File: config.mk
export PLATFORM = sky130hd
export DESIGN_NAME = shift_cmd_queue
export DESIGN_NICKNAME = d
export VERILOG_FILES = /design/src/rtl/shift_cmd_queue_pkg.sv /design/src/rtl/shift_cmd_fifo.sv /design/src/rtl/shift_cmd_queue.sv
export SDC_FILE = /design/constraint.sdc
export NUM_CORES = 1
export LEC_CHECK = 0
export BUFFER_PORTS_ARGS = -buffer_cell sky130_fd_sc_hd__buf_2
export CAP_MARGIN = 20
export CORE_ASPECT_RATIO = 1.1
export CORE_MARGIN = 1
export CORE_UTILIZATION = 56
export DETAILED_ROUTE_END_ITERATION = 7
export PLACE_DENSITY = 0.76
export SLEW_MARGIN = 20
export SYNTH_ARGS = -nofsm -noshare
export SYNTH_HDL_FRONTEND = slang
export SYNTH_SLANG_ARGS = --single-unit
File: constraint.sdc
create_clock -name clk -period 4.7 [get_ports clk]
set_input_delay 0.94 -clock clk [delete_from_list [all_inputs] [get_ports clk]]
set_output_delay 0.94 -clock clk [all_outputs]
set_load 0.1 [all_outputs]
File: src/rtl/shift_cmd_queue_pkg.sv
// Shared types for the shift command queue.
// One queued command is exactly what the barrel shifter consumes.
package shift_cmd_queue_pkg;

  localparam int CMD_WIDTH = 8;
  localparam int CMD_AMT_W = $clog2(CMD_WIDTH);

  typedef enum logic {
    DIR_RIGHT = 1'b0,
    DIR_LEFT  = 1'b1
  } dir_e;

  typedef enum logic {
    SEL_LOGICAL = 1'b0,
    SEL_ARITH   = 1'b1
  } sel_e;

  typedef struct packed {
    logic [CMD_WIDTH-1:0] data;
    logic [CMD_AMT_W-1:0] amount;
    dir_e                 direction;
    sel_e                 selector;
  } shift_cmd_t;

endpackage

File: src/rtl/shift_cmd_fifo.sv
// Storage and pointer logic for queued shift commands.
// Pointers wrap naturally because DEPTH is a power of two.
module shift_cmd_fifo
  import shift_cmd_queue_pkg::*;
#(
  parameter int DEPTH = 4,
  localparam int PW = $clog2(DEPTH),
  localparam int CW = $clog2(DEPTH + 1)
) (
  input  logic          clk,
  input  logic          rst_n,
  input  logic          i_push,
  input  logic          i_pop,
  input  logic          i_flush,
  input  shift_cmd_t    i_cmd,
  output shift_cmd_t    o_head,
  output logic [CW-1:0] o_count
);

  shift_cmd_t          r_mem [DEPTH];
  logic       [PW-1:0] r_wptr;
  logic       [PW-1:0] r_rptr;
  logic       [CW-1:0] r_count;

  always_ff @(posedge clk) begin
    if (i_push && !i_flush)
      r_mem[r_wptr] <= i_cmd;
  end

  always_ff @(posedge clk or negedge rst_n) begin
    if (!rst_n) begin
      r_wptr  <= '0;
      r_rptr  <= '0;
      r_count <= '0;
    end else if (i_flush) begin
      r_wptr  <= '0;
      r_rptr  <= '0;
      r_count <= '0;
    end else begin
      if (i_push)
        r_wptr <= r_wptr + 1'b1;
      if (i_pop)
        r_rptr <= r_rptr + 1'b1;
      unique case ({i_push, i_pop})
        2'b10:   r_count <= r_count + 1'b1;
        2'b01:   r_count <= r_count - 1'b1;
        default: r_count <= r_count;
      endcase
    end
  end

  assign o_head  = r_mem[r_rptr];
  assign o_count = r_count;

endmodule

File: src/rtl/shift_cmd_queue.sv
// FWFT command queue feeding a barrel shifter.
// Adds handshake decode, flush and zero-masking of an empty head.
module shift_cmd_queue
  import shift_cmd_queue_pkg::*;
#(
  parameter int WIDTH = CMD_WIDTH,
  parameter int DEPTH = 4,
  localparam int AW = $clog2(WIDTH),
  localparam int CW = $clog2(DEPTH + 1)
) (
  input  logic             clk,
  input  logic             rst_n,
  input  logic             in_valid,
  output logic             in_ready,
  input  logic [WIDTH-1:0] in_data,
  input  logic [AW-1:0]    in_shift_amount,
  input  logic             in_shift_direction,
  input  logic             in_selector,
  input  logic             flush,
  output logic             out_valid,
  input  logic             out_ready,
  output logic [WIDTH-1:0] data_in,
  output logic [AW-1:0]    shift_amount,
  output logic             shift_direction,
  output logic             selector,
  output logic [CW-1:0]    count
);

  localparam logic [CW-1:0] FULL = CW'(DEPTH);

  shift_cmd_t w_cmd;
  shift_cmd_t w_head;
  shift_cmd_t w_head_m;
  logic       w_push;
  logic       w_pop;

  assign in_ready  = (count != FULL) && !flush;
  assign out_valid = (count != '0);
  assign w_push    = in_valid && in_ready;
  assign w_pop     = out_valid && out_ready && !flush;

  always_comb begin
    w_cmd           = '0;
    w_cmd.data      = in_data;
    w_cmd.amount    = in_shift_amount;
    w_cmd.direction = dir_e'(in_shift_direction);
    w_cmd.selector  = sel_e'(in_selector);
  end

  shift_cmd_fifo #(
    .DEPTH (DEPTH)
  ) u_fifo (
    .clk     (clk),
    .rst_n   (rst_n),
    .i_push  (w_push),
    .i_pop   (w_pop),
    .i_flush (flush),
    .i_cmd   (w_cmd),
    .o_head  (w_head),
    .o_count (count)
  );

  // Stale storage never leaks to the shifter.
  assign w_head_m        = out_valid ? w_head : '0;
  assign data_in         = w_head_m.data;
  assign shift_amount    = w_head_m.amount;
  assign shift_direction = w_head_m.direction;
  assign selector        = w_head_m.selector;

endmodule

==> results.yml <==
status:
  outcome: "complete, no violations"
grt:
  grtUsageTotal: 0.1978
  antenna_found_initial: 0
  met2_usage: 0.3095
  met3_usage: 0.07704
  overflow: 0
  grt_pass1_vias: 1327
  top_usage_layer: "met2"
  gr-usage-met1: 0.2338
  grt_max_degree: 17
  grt_first_pass_wirelength_um: 6368
timing:
  rsz0062_at_grt: "false"
  setup_tns_ps: 0
  clock-skew-final_ps: 7.769
  max_slew_margin: 0.4199
  slew_viol_final: 0
  post-route-period-util: 0.6889
  fmax_ghz: 0.3088
  finalHoldViolCount: 0
  fin_crit_ps: 3238
  finalSetupViolCount: 0
  worst_slew_pin_slew_ps: 870.1
cells_and_area:
  multi_input_area_sq_um: 708.2
  diodes: 0
  drive_above_1_share: 0.3464
  fill_cells: 304
  area_growth_syn_to_layout_pct: 14.15
  finalNonFillerCells: 233
  nets: 197
  seq_area_sq_mm: 0.001737
yosys:
  synth_most_common_cell: "edfxtp_1"
  yosys_warnings: 0
  yosys-top-cells-area: "edfxtp_1, mux4_2, dfrtp_1"
  synth-seq-cells: 59
  synth_top_family_by_area: "multiplexers"
  syn_nets: 158
  synthAdderAreaFrac: 0.02810
  synth-compound-area-share: 0.01254
  yosysTopAreaCell: "edfxtp_1"
  synth-xor-area-share: 0.01706
  netlist_area_sq_mm: 0.002494
  synthSimpleGateAreaFrac: 0.1004
  synth-main-ff-cell: "edfxtp_1"
  synth.distinct_cells: 31
  synthTopCellsByCount: "edfxtp_1, and2_1, mux4_2"
  muxShareOfSynthArea: 0.1259
  yosysSeqAreaShare: 0.6964
  async_flop_share: 0.1186
  postSynthAreaPerCell_sq_um: 18.47
  synth_edf_count: 52
  synth_top_area_share: 0.6262
  syn_inst: 135
detailed_routing:
  routed_wl_um: 4041
  postRouteAntennaNets: 0
  drt-pass1-iter-count: 4
  drtIter0Drc: 70
  wl_per_cell_um: 17.34
  drc_errors: 0
  num_vias: 1299
  via_per_inst: 5.575
setup_path:
  worstSetupPathType: "reg -> out"
  reg2reg_from: "u_fifo.o_count[2]$_DFFE_PN0P_"
  worstReg2RegEnd: "u_fifo.o_count[2]$_DFFE_PN0P_"
  r2r_cells: 7
  max_stage_delay_ps: 910
  crit_chain: "mux4_2, and2_1, buf_2"
  cp_slowest_cell: "dfrtp_1"
  end_kind: "output port"
  worstPathArrival_ps: 2300
  worst-path-max-fanout: 15
  crit_required_ps: 3760
  ff2ff_setup_slack_ps: 2070
  startpoint_type: "flop"
floorplanning:
  coreArea_sq_mm: 0.004285
  start_util: 0.5819
  die_x_um: 65.63
  die_area_sq_mm: 0.004724
  die_h_um: 71.99
  fp-row-count: 25
  ios: 36
place:
  routabilityCongestion: 0.7281
  dpl.cell_count: 217
  port_buffers: 35
  place_hpwl_um: 2607
hold_path:
  hold_path_class: "in -> async"
cts:
  clock_path_buffers: 2
  htreeDepth: 3
  path_clk_slew_ps: 60
  cts_setup_buffers: 0
  cts-hold-fix-buffers: 0
  cts_tree: "done"
  clock_latency_ps: 330
  clock-sinks: 59
  root_buffer: "clkbuf_8"
  cts_buffers: 9
  cts_resized: 0
run:
  maxCapViolations: 0
-- how the worst max path moves through the flow --
stage	start	endpoint	slack, ps	depth (start not counted)
5_1_grt	u_fifo.r_rptr[0]$_DFFE_PN0P_	shift_amount[1]	1280	3
4_1_cts	u_fifo.r_rptr[0]$_DFFE_PN0P_	shift_amount[1]	1380	3
2_1_floorplan	u_fifo.o_count[0]$_DFFE_PN0P_	data_in[0]	560	4
6_report	u_fifo.r_rptr[0]$_DFFE_PN0P_	shift_amount[1]	1460	3
3_3_place_gp	flush	u_fifo.o_count[2]$_DFFE_PN0P_	1710	7
3_5_place_dp	flush	u_fifo.o_count[2]$_DFFE_PN0P_	1640	7
-- logic make-up (layout without fill, tap and decap cells) --
| family | count (synthesis) | count (layout) |
|---|---|---|
| AOI/OAI and AO/OA | 4 | 4 |
| xor gates and xnor gates | 4 | 4 |
| adders and majority gates | 5 | 5 |
| buffers and inverters | 9 | 53 |
| DFF | 59 | 59 |
| muxes | 15 | 15 |
| and+or+nand+nor | 39 | 39 |
-- state kept, by name (all words and copies together), names as in the netlist --
signal          cells
u_fifo.r_mem       52
u_fifo.r_rptr       2
u_fifo.o_count      3
u_fifo.r_wptr       2
-- cells in the final DEF (no fill, tap or decap), types with 4 or more instances in the layout --
cell type	instances
buf_2	35
clkbuf_8	9
edfxtp_1	52
clkinv_1	4
mux4_2	13
nor2_1	7
dfrtp_1	7
ha_1	4
and2_1	17
-- metrics by stage --
| step | util | setup slack [ps] | cell area, sq um | hold WS, ps |
|---|---|---|---|---|
| 6_report | 0.6642 | 1462 | 2846 | 441.5 |
| 5_1_grt | 0.6642 | 1276 | 2846 | 428.0 |
| 4_1_cts | 0.6642 | 1376 | 2846 | 429.5 |
| 3_5_place_dp | 0.6289 | 1635 | 2695 | 618.1 |
| 3_3_place_gp | 0.6289 | 1710 | 2695 | 585.8 |
| 2_1_floorplan | - | 560.7 | 2494 | 561.6 |
-- layout make-up --
| class | count | share of cell area |
|---|---|---|
| sequential | 59 | 0.6101 |
| multi-input combinational | 67 | 0.2488 |
| timing repair buffer | 35 | 0.06154 |
| clock buffer | 11 | 0.04615 |
| tap | 54 | 0.02374 |
| clock inverter | 5 | 0.007033 |
| inverter | 2 | 0.002637 |
-- metal layers --
layer  vias up  routed length (um)  part of all wire
li1        591                   -                 -
met1       647                1616              0.40
met2        55                2140              0.53
met3         6                 238             0.059
met4         0                  46             0.011
met5         -                   0                 0
-- worst max-delay path: cells and delay by family, from the launching register on --
family | cells | cell delay (ps)
DFF | 1 | 910
muxes | 1 | 610
buffers and inverters | 1 | 290
and+or+nand+nor | 1 | 170
Power is left out: the tool's default activity adds up to more than one toggle a clock period on the data nets, which glitch-free logic cannot reach.
